===== src/rtl/sha3_pkg.sv =====
// Shared constants and types for the SHA-3 input padder.
// Padding bytes, FSM encoding and the rate helper live here.
package sha3_pkg;

  localparam logic [7:0] SHA3_DOMAIN  = 8'h06;
  localparam logic [7:0] SHA3_PAD_END = 8'h80;

  typedef enum logic [1:0] {
    FILL = 2'd0,
    HOLD = 2'd1,
    DONE = 2'd2
  } sha3_state_t;

  function automatic int sha3_bitrate(input int outbits);
    return 1600 - 2 * outbits;
  endfunction

endpackage


===== src/rtl/sha3_pad_word.sv =====
// Pads the final message word: keeps the valid MSB-first bytes,
// inserts the domain byte and clears everything below it.
module sha3_pad_word
  import sha3_pkg::*;
(
  input  logic [31:0] in,
  input  logic [1:0]  byte_num,
  input  logic        is_last,
  output logic [31:0] out
);

  always_comb begin
    out = in;
    if (is_last) begin
      for (int b = 0; b < 4; b++) begin
        if (b == int'(byte_num)) begin
          out[31-8*b -: 8] = SHA3_DOMAIN;
        end else if (b > int'(byte_num)) begin
          out[31-8*b -: 8] = 8'h00;
        end
      end
    end
  end

endmodule


===== src/rtl/sha3_padder.sv =====
// Collects 32-bit words into one rate-sized block, applies SHA-3
// padding on the last word and hands blocks over with valid/ack.
module sha3_padder
  import sha3_pkg::*;
#(
  parameter int R_BITRATE = 576
) (
  input  logic                 S_AXI_ACLK,
  input  logic                 S_AXI_ARESETN,
  input  logic                 soft_reset,
  input  logic [31:0]          in,
  input  logic                 in_ready,
  input  logic                 is_last,
  input  logic [1:0]           byte_num,
  output logic                 buffer_full,
  output logic                 in_dropped,
  output logic [R_BITRATE-1:0] out,
  output logic                 out_valid,
  output logic                 out_last,
  input  logic                 out_ack
);

  localparam int NW = R_BITRATE / 32;
  localparam int CW = (NW > 1) ? $clog2(NW) : 1;
  localparam logic [CW-1:0] TOP = CW'(NW - 1);

  sha3_state_t          state_q, state_d;
  logic [CW-1:0]        cnt_q, cnt_d;
  logic [R_BITRATE-1:0] blk_q, blk_d;
  logic                 last_q, last_d;
  logic                 drop_q, drop_d;
  logic [31:0]          pad_w;

  sha3_pad_word u_pad (
    .in       (in),
    .byte_num (byte_num),
    .is_last  (is_last),
    .out      (pad_w)
  );

  always_ff @(posedge S_AXI_ACLK or negedge S_AXI_ARESETN) begin
    if (!S_AXI_ARESETN) begin
      state_q <= FILL;
      cnt_q   <= '0;
      blk_q   <= '0;
      last_q  <= 1'b0;
      drop_q  <= 1'b0;
    end else begin
      state_q <= state_d;
      cnt_q   <= cnt_d;
      blk_q   <= blk_d;
      last_q  <= last_d;
      drop_q  <= drop_d;
    end
  end

  always_comb begin
    state_d = state_q;
    cnt_d   = cnt_q;
    blk_d   = blk_q;
    last_d  = last_q;
    drop_d  = in_ready && (state_q != FILL);
    if (soft_reset) begin
      state_d = FILL;
      cnt_d   = '0;
      blk_d   = '0;
      last_d  = 1'b0;
      drop_d  = 1'b0;
    end else begin
      unique case (state_q)
        FILL: begin
          if (in_ready) begin
            for (int i = 0; i < NW; i++) begin
              if (i == int'(cnt_q)) begin
                blk_d[R_BITRATE-1-32*i -: 32] = pad_w;
              end else if (is_last && (i > int'(cnt_q))) begin
                blk_d[R_BITRATE-1-32*i -: 32] = 32'h0;
              end
            end
            // Final pad byte always lands in the lowest byte of the block
            if (is_last) begin
              blk_d[7:0] = blk_d[7:0] | SHA3_PAD_END;
              last_d     = 1'b1;
              state_d    = HOLD;
            end else if (cnt_q == TOP) begin
              state_d = HOLD;
            end else begin
              cnt_d = cnt_q + 1'b1;
            end
          end
        end
        HOLD: begin
          if (out_ack) begin
            if (last_q) begin
              state_d = DONE;
            end else begin
              state_d = FILL;
              blk_d   = '0;
              cnt_d   = '0;
            end
          end
        end
        DONE: begin
        end
        default: begin
          state_d = FILL;
        end
      endcase
    end
  end

  assign out         = blk_q;
  assign out_valid   = (state_q == HOLD);
  assign out_last    = last_q;
  assign buffer_full = (state_q != FILL);
  assign in_dropped  = drop_q;

endmodule

===== config.mk =====
export PLATFORM = sky130hd
export DESIGN_NAME = sha3_padder
export DESIGN_NICKNAME = d
export VERILOG_FILES = /design/src/rtl/sha3_pkg.sv /design/src/rtl/sha3_pad_word.sv /design/src/rtl/sha3_padder.sv
export SDC_FILE = /design/constraint.sdc
export NUM_CORES = 1
export LEC_CHECK = 0
export ABC_AREA = 1
export CAP_MARGIN = 20
export CORE_AREA = 2 2 243 245
export CTS_CLUSTER_DIAMETER = 80
export CTS_CLUSTER_SIZE = 14
export DETAILED_ROUTE_END_ITERATION = 7
export DIE_AREA = 0 0 245 247
export PLACE_DENSITY = 0.73
export SLEW_MARGIN = 5
export SYNTH_ARGS = -nofsm -noshare
export SYNTH_HDL_FRONTEND = slang
export SYNTH_SLANG_ARGS = --single-unit

===== constraint.sdc =====
create_clock -name S_AXI_ACLK -period 3.36 [get_ports S_AXI_ACLK]
set_clock_uncertainty 0.05 [all_clocks]
set_input_delay 0.672 -clock S_AXI_ACLK [delete_from_list [all_inputs] [get_ports S_AXI_ACLK]]
set_output_delay 0.672 -clock S_AXI_ACLK [all_outputs]
set_load 0.05 [all_outputs]

# == Yosys cells after proc, flatten, opt, wreduce, memory -nomap -nowiden ==
# Index checks and enable logic that the tools add are counted.
# word_totals
register_bits,585
inputBits,40
out_inout_bits,580
wordCells,211
# classes
addsub,1
n_lt_le_gt_ge,20
eq_ne,49
n_mux,68
reduce_logical,49
# ops
cell,count
576-bit two-way mux,4
32-bit two-way mux,36
576-bit case mux with 2 select lines,1
5-bit AND reduction,19
"4-bit != test, second input constant",18
8-bit two-way mux,8
"5-bit equality test, first input constant",10
"4-bit by 5-bit > comparator with 1-bit output, first input constant",8
5-bit two-way mux,6
"4-bit by 5-bit equality test with 1-bit output, first input constant",4
"3-bit by 5-bit > comparator with 1-bit output, first input constant",4
1-bit logical AND,18
"3-bit != test, second input constant",5
2-bit two-way mux,6
"3-bit by 5-bit equality test with 1-bit output, first input constant",2
"2-bit by 5-bit > comparator with 1-bit output, first input constant",2
"5-bit > comparator, first input constant",2
5-bit case mux with 2 select lines,1
4-bit AND reduction,2
2-bit nonzero test,4
2-bit case mux with 3 select lines,1
6-bit AND reduction,1
"5-bit by 1-bit adder with 5-bit output, second input constant",1
"2-bit by 5-bit equality test with 1-bit output, first input constant",1
other kinds (16),23

# == Depth between registers and ports, before layout ==
# depth
depth_word,9
mapped_depth,12
depth_no_buf,10

# == Hierarchy ==
# From an unflattened synthesis, not the netlist that was laid out.
# hier_totals
hier_cells,2948
hier_area_um2,24718.7
# by_module_without_submodules
module,n_inst,cells_per_inst,area_each_um2,seq_area_each_um2
sha3_padder,1,2869,24390.9,14639.0
sha3_pad_word,1,79,327.8,0.0

# == Worst setup path before layout ==
# Ideal clock, no wire load.
# synth_path
kind,reg2reg
start,register state_q[0]
end,"register blk_q[448], in the netlist out[448]"
setup_time_ns,0.119
arrival_ns,2.077
required_ns,3.191
slack_ns,1.114
stages_incl_launch_ff,11
path_buffers,3
synth_period_minus_slack_ns,2.246
cell_sequence,dfrtp_1 > inv_1 > nor2_1 > nand3_1 > nand2_1 > nor2_2 > buf_4 > buf_4 > buf_2 > nand3_1 > nand2_1
# synth_between
elab_chain_len,3
word_cells_on_any_way,10
classes_between,eq/ne: 5; mux: 2; reduce/logical: 3
# synth_rtl
element,line_no,text
from (decl),sha3_padder.sv:27,"sha3_state_t state_q, state_d;"
from (signal assigned),sha3_padder.sv:49,state_q <= state_d;
2-bit by 1-bit equality test with 1-bit output *,-,
named net out_valid,sha3_padder.sv:18,"output logic out_valid,"
"3-bit != test (no line), or another cell as far along",-,
5-bit AND reduction (no line) or 576-bit two-way mux (tied branches),-,
to (signal assigned),sha3_padder.sv:51,blk_q <= blk_d;
to (decl),sha3_padder.sv:29,"logic [R_BITRATE-1:0] blk_q, blk_d;"
# The timed path passes the listed nets; every way through them passes the cells marked *.
# A chain may end at the register's enable or synchronous reset.

# == Final worst setup path ==
# layout_path
start,register state_q[0]
end,output port out_valid
# layout_between
elab_chain_len,1
# layout_rtl
element,line_no,text
2-bit by 1-bit equality test with 1-bit output,sha3_padder.sv:113,assign out_valid = (state_q == HOLD);
to (decl),sha3_padder.sv:18,
# No other way between the ends.

==> run metrics <==
status=finished, final reports clean; vias per cell=5.44; final count of pins violating max slew=0; total grt overflow=0; die width=245 µm; simple-gate area share of the yosys netlist=0.356; final hold viol count=0; class of the worst hold path=primary input to asynchronous set/reset pin; yosys warns=0; Starting DRT DRC Count=2536; Yosys reg bits=585; first-pass GRT wire length=148 mm; DP Area=0.0323 mm²; Worst Max-Slew Pin Slew=0.812 ns; dpl cells=between 4000 and 5000; Max VDD drop=0.000321 V; Max Clk Rate=approximately 0.35 GHz; CP max FO=3; clock-pin slew on the worst setup and hold paths=around 0.060 ns; xor/xnor share of the synthesized area=0; Place WS=0.402 ns; CTS Buf Count=just under 50; Post-Synthesis Cells=between 3000 and 4000; total power=between 15 and 20 mW; DRT Pass-1 Iters=5; critical path type=flop to output pin; GPL Wtd Cong=0.954; Post-CTS Hold Buffers=0; DIE HEIGHT=247 µm; post-synthesis net count=3047; period utilisation layout=0.841; initial antenna violation count=4; CTS tree=yes; post-cts repair resize count=0; Netlist cell types=26; layout cells sized above 1=0.0618; slack of the critical path=0.535 ns; leading cell type in the layout, fill and taps excluded=nand2_1; Max clock buf depth=3; adder-cell share of the synthesized area=0.00252; startpoint types=flop; unrepaired setup endpoints after global routing=false; Synth top area share=0.589; largest family of logic cells by synthesized area=simple AND/OR/NAND/NOR gates; Post-DRT Antenna Nets=0; final instance area=0.0337 mm²; I/O pin count=620; post-synthesis sequential area ratio=0.589; CP required=2.64 ns; # H-tree levels=2; Worst Path Arrival=2.10 ns; Core Util, Final=0.579; Synth area leader=dfrtp_1; Syn Area/Cell=8.28 µm²; FP Rows=89; DIE AREA=about 0.06 mm²; mapped cell area=0.0248 mm²; Residual DRC=0; IO buf count=619; max_slew headroom=0.458; # clock sinks=just under 600; Tmin final=2.82 ns; endpoints failing setup=0; leading cell types in the layout, fill and taps excluded=nand2_1, nand3_1, clkdlybuf4s50_1; core box area=0.0582 mm²; Max Cap Viol=0; via count=around 24000; Hold WS=roughly 0.043 ns; drt total wl=100 mm; synth top area cells=dfrtp_1, nand2_1, nand3_1; setup TNS=0 ns; Area Overhead vs Synth=35.6%; Root Buffer=clkbuf_16; buffer count from post-CTS setup fixing=0; vias in the first global route=around 23000; latest clock arrival within the worst-skew pair=0.59 ns; mux cell area share after synthesis=0; CP endpoint kind=output pin; fin nets=between 3000 and 4000; power density cells=roughly 490 mW/mm²; Initial Util=0.427; GRT Total Usage=0.326; Synth Area in Compound Gates=0.00176; largest net degree at the start of global routing=135; Cell Count, Final, Fillers Out=4372; post-DP HPWL=68.3 mm; leakage dissipation=~17 nW; Routed WL per cell=23.0 µm
-- synthesized netlist by cell type --
master    number
a21oi_1        2
a31oi_1        1
buf_1          5
buf_2        132
buf_4          8
buf_6          1
clkbuf_1      60
clkinv_1      22
dfrtp_1      585
ha_1           5
inv_1         43
inv_2         11
nand2_1     1258
nand2_2        4
nand3_1      621
nand3_2        4
nand3b_1       2
nand4_1        6
nor2_1       215
nor2_2        10
nor2_4         1
nor3_1         1
o21ai_0        2
o21ai_1        1
o31ai_2        1
or2_2          1
-- registers in the layout, indices dropped and copies added (netlist names) --
register	cells
in_dropped	1
state_q	2
cnt_q	5
out_last	1
out	576
-- worst max-delay path, stage by stage, from the launching register on --
cell and delay [ns]:
dfrtp_1 0.38, inv_1 0.08, nor2_1 0.16, clkdlybuf4s50_1 0.88
-- per-layer routing --
layer | part of all wire | vias up | global-route usage
met3 | 0.092 | 266 | 0.0771
li1 | - | 10700 | -
met2 | 0.46 | 1284 | 0.509
met5 | 0 | - | 0
met4 | 0.058 | 0 | 0.168
met1 | 0.39 | 11600 | 0.425
-- cell type report --
type                    count  area (µm²)
fillers                  5180       24500
flip-flops and latches    585       14600
multi-input cells        2135        9000
repair buffers            741        7400
clock buffers              52        1290
well taps                 773         967
inverters                  76         285
clock inverters             6        95.1
diodes                      4        10.0
-- report_power, final --
part           internal [mW]  total (mW)  switching [mW]
clock network           2.87        5.46            2.59
registers               7.21        7.34           0.137
logic                  0.836        3.58            2.75
-- path summary, 6_finish.rpt --
path,cells after the start,endpoint,start,slack (ns)
setup / recovery,3,out_valid,state_q[0],0.54
hold reg to reg,2,out[112],out[112],0.42
max in group asynchronous,2,out[465],S_AXI_ARESETN,2.26
min in group S_AXI_ACLK,2,out[112],out[112],0.42
hold / removal,1,out[406],S_AXI_ARESETN,0.04
setup reg to reg,10,out[90],cnt_q[0],0.78
-- cells by family after synthesis --
group | count (synthesis)
simple gates | 2123
flops | 585
buf+inv | 282
compound gates | 7
fa+ha+maj | 5
(Power assumes the default switching activity.)
